File: src/rtl/decode_pipe_reg.sv
// ---------------------------------------------------------------------------
// decode_pipe_reg
// Generic inter-stage pipeline register. It carries an opaque WIDTH-bit
// payload between a producer and a consumer stage using a valid/ready
// handshake. An optional skid entry (SKID=1) makes in_ready purely
// registered. A synchronous flush kills every held and incoming entry.
// Saturating counters record stall cycles and flushes that discarded work.
//
// Ports
//   clk        in   clock, all state on rising edge
//   rst        in   asynchronous active-high reset
//   flush      in   synchronous kill of held and incoming entries
//   in_valid   in   producer has payload
//   in_ready   out  block can accept payload this cycle
//   in_data    in   producer payload [WIDTH]
//   out_valid  out  main entry holds valid payload
//   out_ready  in   consumer accepts payload this cycle
//   out_data   out  main-entry payload [WIDTH]
//   cnt_clr    in   synchronous clear of both counters
//   stall_cnt  out  saturating count of out_valid && !out_ready cycles [CNT_W]
//   flush_cnt  out  saturating count of flushes that hit a valid entry [CNT_W]
// ---------------------------------------------------------------------------
module decode_pipe_reg #(
    parameter int WIDTH          = 64,
    parameter int SKID           = 1,
    parameter int CLEAR_ON_FLUSH = 1,
    parameter int CNT_W          = 16
) (
    input  logic             clk,
    input  logic             rst,
    input  logic             flush,
    input  logic             in_valid,
    output logic             in_ready,
    input  logic [WIDTH-1:0] in_data,
    output logic             out_valid,
    input  logic             out_ready,
    output logic [WIDTH-1:0] out_data,
    input  logic             cnt_clr,
    output logic [CNT_W-1:0] stall_cnt,
    output logic [CNT_W-1:0] flush_cnt
);

    typedef enum logic [1:0] {
        ST_EMPTY = 2'd0,
        ST_FULL  = 2'd1,
        ST_SKID  = 2'd2
    } state_t;

    localparam logic [CNT_W-1:0] CNT_MAX  = {CNT_W{1'b1}};
    localparam logic [CNT_W-1:0] CNT_ZERO = {CNT_W{1'b0}};
    localparam logic [CNT_W-1:0] CNT_ONE  = {{(CNT_W-1){1'b0}}, 1'b1};
    localparam logic [WIDTH-1:0] DATA_ZERO = {WIDTH{1'b0}};

    state_t             r_state;
    state_t             w_state_nxt;
    logic [WIDTH-1:0]   r_main;
    logic [WIDTH-1:0]   r_skid;
    logic [WIDTH-1:0]   w_main_nxt;
    logic [WIDTH-1:0]   w_skid_nxt;
    logic [CNT_W-1:0]   r_stall_cnt;
    logic [CNT_W-1:0]   r_flush_cnt;
    logic               w_in_ready;
    logic               w_out_valid;
    logic               w_in_xfer;
    logic               w_out_xfer;
    logic               w_stall;

    // The skid entry is only ever valid behind a valid main entry, so the
    // main entry alone tells whether anything is held.
    assign w_out_valid = (r_state != ST_EMPTY);

    generate
        if (SKID != 0) begin : g_ready_reg
            // Registered ready: derived only from the state register.
            assign w_in_ready = (r_state != ST_SKID);
        end else begin : g_ready_comb
            // Single entry: accept when empty or when it drains this cycle.
            assign w_in_ready = (r_state == ST_EMPTY) || out_ready;
        end
    endgenerate

    assign w_in_xfer  = in_valid && w_in_ready;
    assign w_out_xfer = w_out_valid && out_ready;
    assign w_stall    = w_out_valid && !out_ready;

    // Next-state and payload steering for the main/skid entries.
    always_comb begin
        w_state_nxt = r_state;
        w_main_nxt  = r_main;
        w_skid_nxt  = r_skid;
        if (flush) begin
            // Flush overrides any transfer seen in the same cycle.
            w_state_nxt = ST_EMPTY;
            if (CLEAR_ON_FLUSH != 0) begin
                w_main_nxt = DATA_ZERO;
                w_skid_nxt = DATA_ZERO;
            end else begin
                w_main_nxt = r_main;
                w_skid_nxt = r_skid;
            end
        end else begin
            case (r_state)
                ST_EMPTY: begin
                    if (w_in_xfer) begin
                        w_state_nxt = ST_FULL;
                        w_main_nxt  = in_data;
                    end else begin
                        w_state_nxt = ST_EMPTY;
                    end
                end
                ST_FULL: begin
                    if (w_in_xfer && w_out_xfer) begin
                        w_state_nxt = ST_FULL;
                        w_main_nxt  = in_data;
                    end else if (w_in_xfer && (SKID != 0)) begin
                        // Consumer stalled: park the new payload behind main.
                        w_state_nxt = ST_SKID;
                        w_skid_nxt  = in_data;
                    end else if (w_out_xfer) begin
                        w_state_nxt = ST_EMPTY;
                    end else begin
                        w_state_nxt = ST_FULL;
                    end
                end
                ST_SKID: begin
                    if (w_out_xfer) begin
                        w_state_nxt = ST_FULL;
                        w_main_nxt  = r_skid;
                    end else begin
                        w_state_nxt = ST_SKID;
                    end
                end
                default: begin
                    w_state_nxt = ST_EMPTY;
                end
            endcase
        end
    end

    // State and payload registers.
    always_ff @(posedge clk or posedge rst) begin
        if (rst) begin
            r_state <= ST_EMPTY;
            r_main  <= DATA_ZERO;
            r_skid  <= DATA_ZERO;
        end else begin
            r_state <= w_state_nxt;
            r_main  <= w_main_nxt;
            r_skid  <= w_skid_nxt;
        end
    end

    // Saturating stall counter; clear has priority over increment.
    always_ff @(posedge clk or posedge rst) begin
        if (rst) begin
            r_stall_cnt <= CNT_ZERO;
        end else if (cnt_clr) begin
            r_stall_cnt <= CNT_ZERO;
        end else if (w_stall && (r_stall_cnt != CNT_MAX)) begin
            r_stall_cnt <= r_stall_cnt + CNT_ONE;
        end else begin
            r_stall_cnt <= r_stall_cnt;
        end
    end

    // Saturating flush counter; only flushes that discard a valid entry count.
    always_ff @(posedge clk or posedge rst) begin
        if (rst) begin
            r_flush_cnt <= CNT_ZERO;
        end else if (cnt_clr) begin
            r_flush_cnt <= CNT_ZERO;
        end else if (flush && w_out_valid && (r_flush_cnt != CNT_MAX)) begin
            r_flush_cnt <= r_flush_cnt + CNT_ONE;
        end else begin
            r_flush_cnt <= r_flush_cnt;
        end
    end

    assign in_ready  = w_in_ready;
    assign out_valid = w_out_valid;
    assign out_data  = r_main;
    assign stall_cnt = r_stall_cnt;
    assign flush_cnt = r_flush_cnt;

endmodule

File: config.mk
export PLATFORM = sky130hd
export DESIGN_NAME = decode_pipe_reg
export DESIGN_NICKNAME = d
export VERILOG_FILES = /design/src/rtl/decode_pipe_reg.sv
export SDC_FILE = /design/constraint.sdc
export NUM_CORES = 1
export LEC_CHECK = 0
export ABC_AREA = 1
export CORE_ASPECT_RATIO = 1.25
export CORE_MARGIN = 3
export CORE_UTILIZATION = 51
export DETAILED_ROUTE_END_ITERATION = 6
export PLACE_DENSITY = 0.8
export SYNTH_ARGS = -nofsm -noshare
export SYNTH_HDL_FRONTEND = slang
export SYNTH_SLANG_ARGS = --single-unit
File: constraint.sdc
create_clock -name clk -period 6.62 [get_ports clk]
set_input_delay 1.324 -clock clk [delete_from_list [all_inputs] [get_ports clk]]
set_output_delay 1.324 -clock clk [all_outputs]
set_load 0.05 [all_outputs]
==> flow_summary.toml <==
[outcome]
status = "finished, violations left"
violations = "DRC"

[clocking]
clk_pin_slew_worst_paths_ns = 0.06
insertion_delay_ns = 0.42
clock-root-buffer = "clkbuf_16"
post_cts_resized = 0
post_cts_buffers = 0
cts_sinks = 162
postCtsHoldBufs = 0
cts_tree = "built"
htreeDepth = 4
cts_buffers = 17
cts_buffer_depth = 2

[routing]
drt-total-wl_um = 19700
drt-pass1-iter-count = 7
detail_route.vias_per_cell = 5.44
drc_errors = 1
vias = 7020
wl_per_cell_um = 15.2
postRouteAntennaNets = 0
drt-initial-drc-count = 647

[global_routing]
grt_usage_pct = 24.2
antenna_found_initial = 1
grt_pass1_wl_um = 32500
grt_max_degree = 127
grt_pass1_vias = 6587
overflow = 0

[logic_synthesis]
muxShareOfSynthArea_pct = 0
syn-num-nets = 1035
syn_inst = 963
netlist_area_um2 = 7840
ys_seq_elements = 162
ys_types = 29
synth_top_area_share_pct = 51.7
synth.area.top_cells = "dfrtp_1, nand2_1, nand3_1"
synth_adder_area_share_pct = 0.319
yosys_warnings = 0
synth_xor_area_share_pct = 1.12
yosysSeqAreaShare_pct = 51.7
post_synth_and_or_nand_nor_area_fraction_pct = 23.5
synth_top_family_by_area = "simple AND/OR/NAND/NOR gates"
synth-compound-area-share_pct = 15.2
syn_area_per_cell_um2 = 8.14
synth_top_area_cell = "dfrtp_1"

[sta]
fmax_mhz = 270
whs_ns = 0.503
slew_viol_final = 0
tightestPinTransition_ns = 1.16
setup_viol = 0
finalCritPeriodShare_pct = 55.9
fin_skew_ns = 0.00882
slew_headroom_pct = 22.4
fin_crit_ns = 3.70
hold_viol = 0
rsz0062_at_grt = "false"
finalSetupTns_ns = 0

[die]
die_h_um = 145
placeableCoreArea_um2 = 15000
ios = 168
row_count = 50
start_util_pct = 52.2
die_w_um = 117
die_area_um2 = 16900

[layout]
final_cell_mix = "nand2_1, clkdlybuf4s50_1, dfrtp_1"
area_growth_pct = 29.1
drive_gt1_share_pct = 5.23
layout_commonest_cell = "nand2_1"
antenna_cells = 0
finalNetCount = 1169

[placed_design]
gp_congestion = 0.902
portBuffers = 167
hpwl_um = 12600

[worst_setup_path]
worst_ep_required_time_ns = 6.97
timing_worst_setup_path_type = "in -> reg"
crit_slowest_cell = "buf_4"
critPathCaptureType = "flip-flop"
arrival_ns = 4.05
crit_buf_inv = 5
cp_cell_sequence = "clkdlybuf4s50_1, buf_4, inv_4, buf_4, nor2_1, inv_1, nor2_4, nor2_4, nand2_1, nand2_1"
critPathLaunchType = "primary input"
r2r_slack_ns = 4.54
critPathTopFamily = "buffers and inverters"
worstPathMaxFanout = 99
slowest_delay_ns = 0.83

[flow_run]
drv_cap = 0

[power_and_ir_drop]
leakagePower_uw = 0.00480
vdd_drop_max_mv = 0.188
p_per_area_nw_per_um2 = 247

[worst_hold_path]
hp-class = "reg -> reg"
==> stage by stage <==
stage | cell area (µm²) | total power, µW | instances | worst slack (ns) | utilization (%)
global placement | 9560 | 1580 | 1260 | 2.58 | 63.7
CTS | 10100 | 2520 | 1291 | 2.97 | 67.4
finish | 10100 | 2500 | 1291 | 2.92 | 67.4
floorplan | 7840 | 1400 | 963 | 0.919 | -
global route | 10100 | 2600 | 1291 | 2.73 | 67.4
detailed placement | 9560 | 1580 | 1260 | 2.55 | 63.7
==> final cells by class <==
| type | count | area [µm²] |
|---|---|---|
| clock buffer | 22 | 484 |
| clock inverter | 9 | 81.3 |
| fill | 1253 | 4890 |
| inverter | 102 | 390 |
| multi-input combinational | 640 | 3160 |
| sequential | 162 | 4050 |
| tap | 182 | 228 |
| timing repair buffer | 174 | 1720 |
==> final timing paths <==
path / startpoint / to / cells after the start
worst max-delay path: flush / flush_cnt[2] / 10
worst min-delay path: out_data[46] / out_data[46] / 1
worst max register to register: r_state[1] / out_data[17] / 4
worst min register to register: out_data[46] / out_data[46] / 1
max in group asynchronous: rst / out_data[7] / 3
min in group asynchronous: rst / out_data[42] / 2
==> Yosys cell counts <==
master / number
o211ai_1: 33
ha_1: 2
nand2_2: 4
buf_1: 10
dfrtp_1: 162
a21oi_1: 37
buf_2: 21
nand2_4: 1
buf_4: 2
o31ai_1: 24
inv_2: 4
o21ai_1: 13
o21ai_0: 94
inv_1: 98
nor2_2: 6
nand2_1: 186
o21ai_4: 1
nand3_1: 125
nand4_1: 15
xor2_1: 9
nor2_4: 2
clkbuf_1: 26
nor3_1: 4
xnor2_1: 1
nand3b_1: 2
o21a_1: 1
nor2_1: 76
o21bai_1: 3
or2_1: 1
==> state kept, by name, indices dropped and copies added, names as in the netlist <==
| name | flops |
|---|---|
| r_state | 2 |
| stall_cnt | 16 |
| r_skid | 64 |
| out_data | 64 |
| flush_cnt | 16 |
==> logic make-up after synthesis <==
group                    after synthesis
AND/OR/NAND/NOR                      422
AO/OA/AOI/OAI                        206
flip-flops                           162
buffers and inverters                161
XOR/XNOR                              10
adder cells (fa/ha/maj)                2
==> report_power, final <==
part           leakage, µW  internal, µW  total (µW)  switching (µW)
Combinational      0.00235           159         484             325
Clock             0.000274           553         940             387
Sequential         0.00218          1040        1080            33.9
Total              0.00480          1760        2500             746
==> routing by layer <==
layer / up-vias / GRT usage, % / share of wire, %
met5: - / 0 / 0.046
met4: 2 / 7.55 / 1.6
met3: 26 / 7.16 / 7.3
met2: 209 / 38.6 / 49
met1: 3324 / 31.8 / 42
li1: 3459 / - / -
No activity file was read; power rests on OpenSTA's default activity.
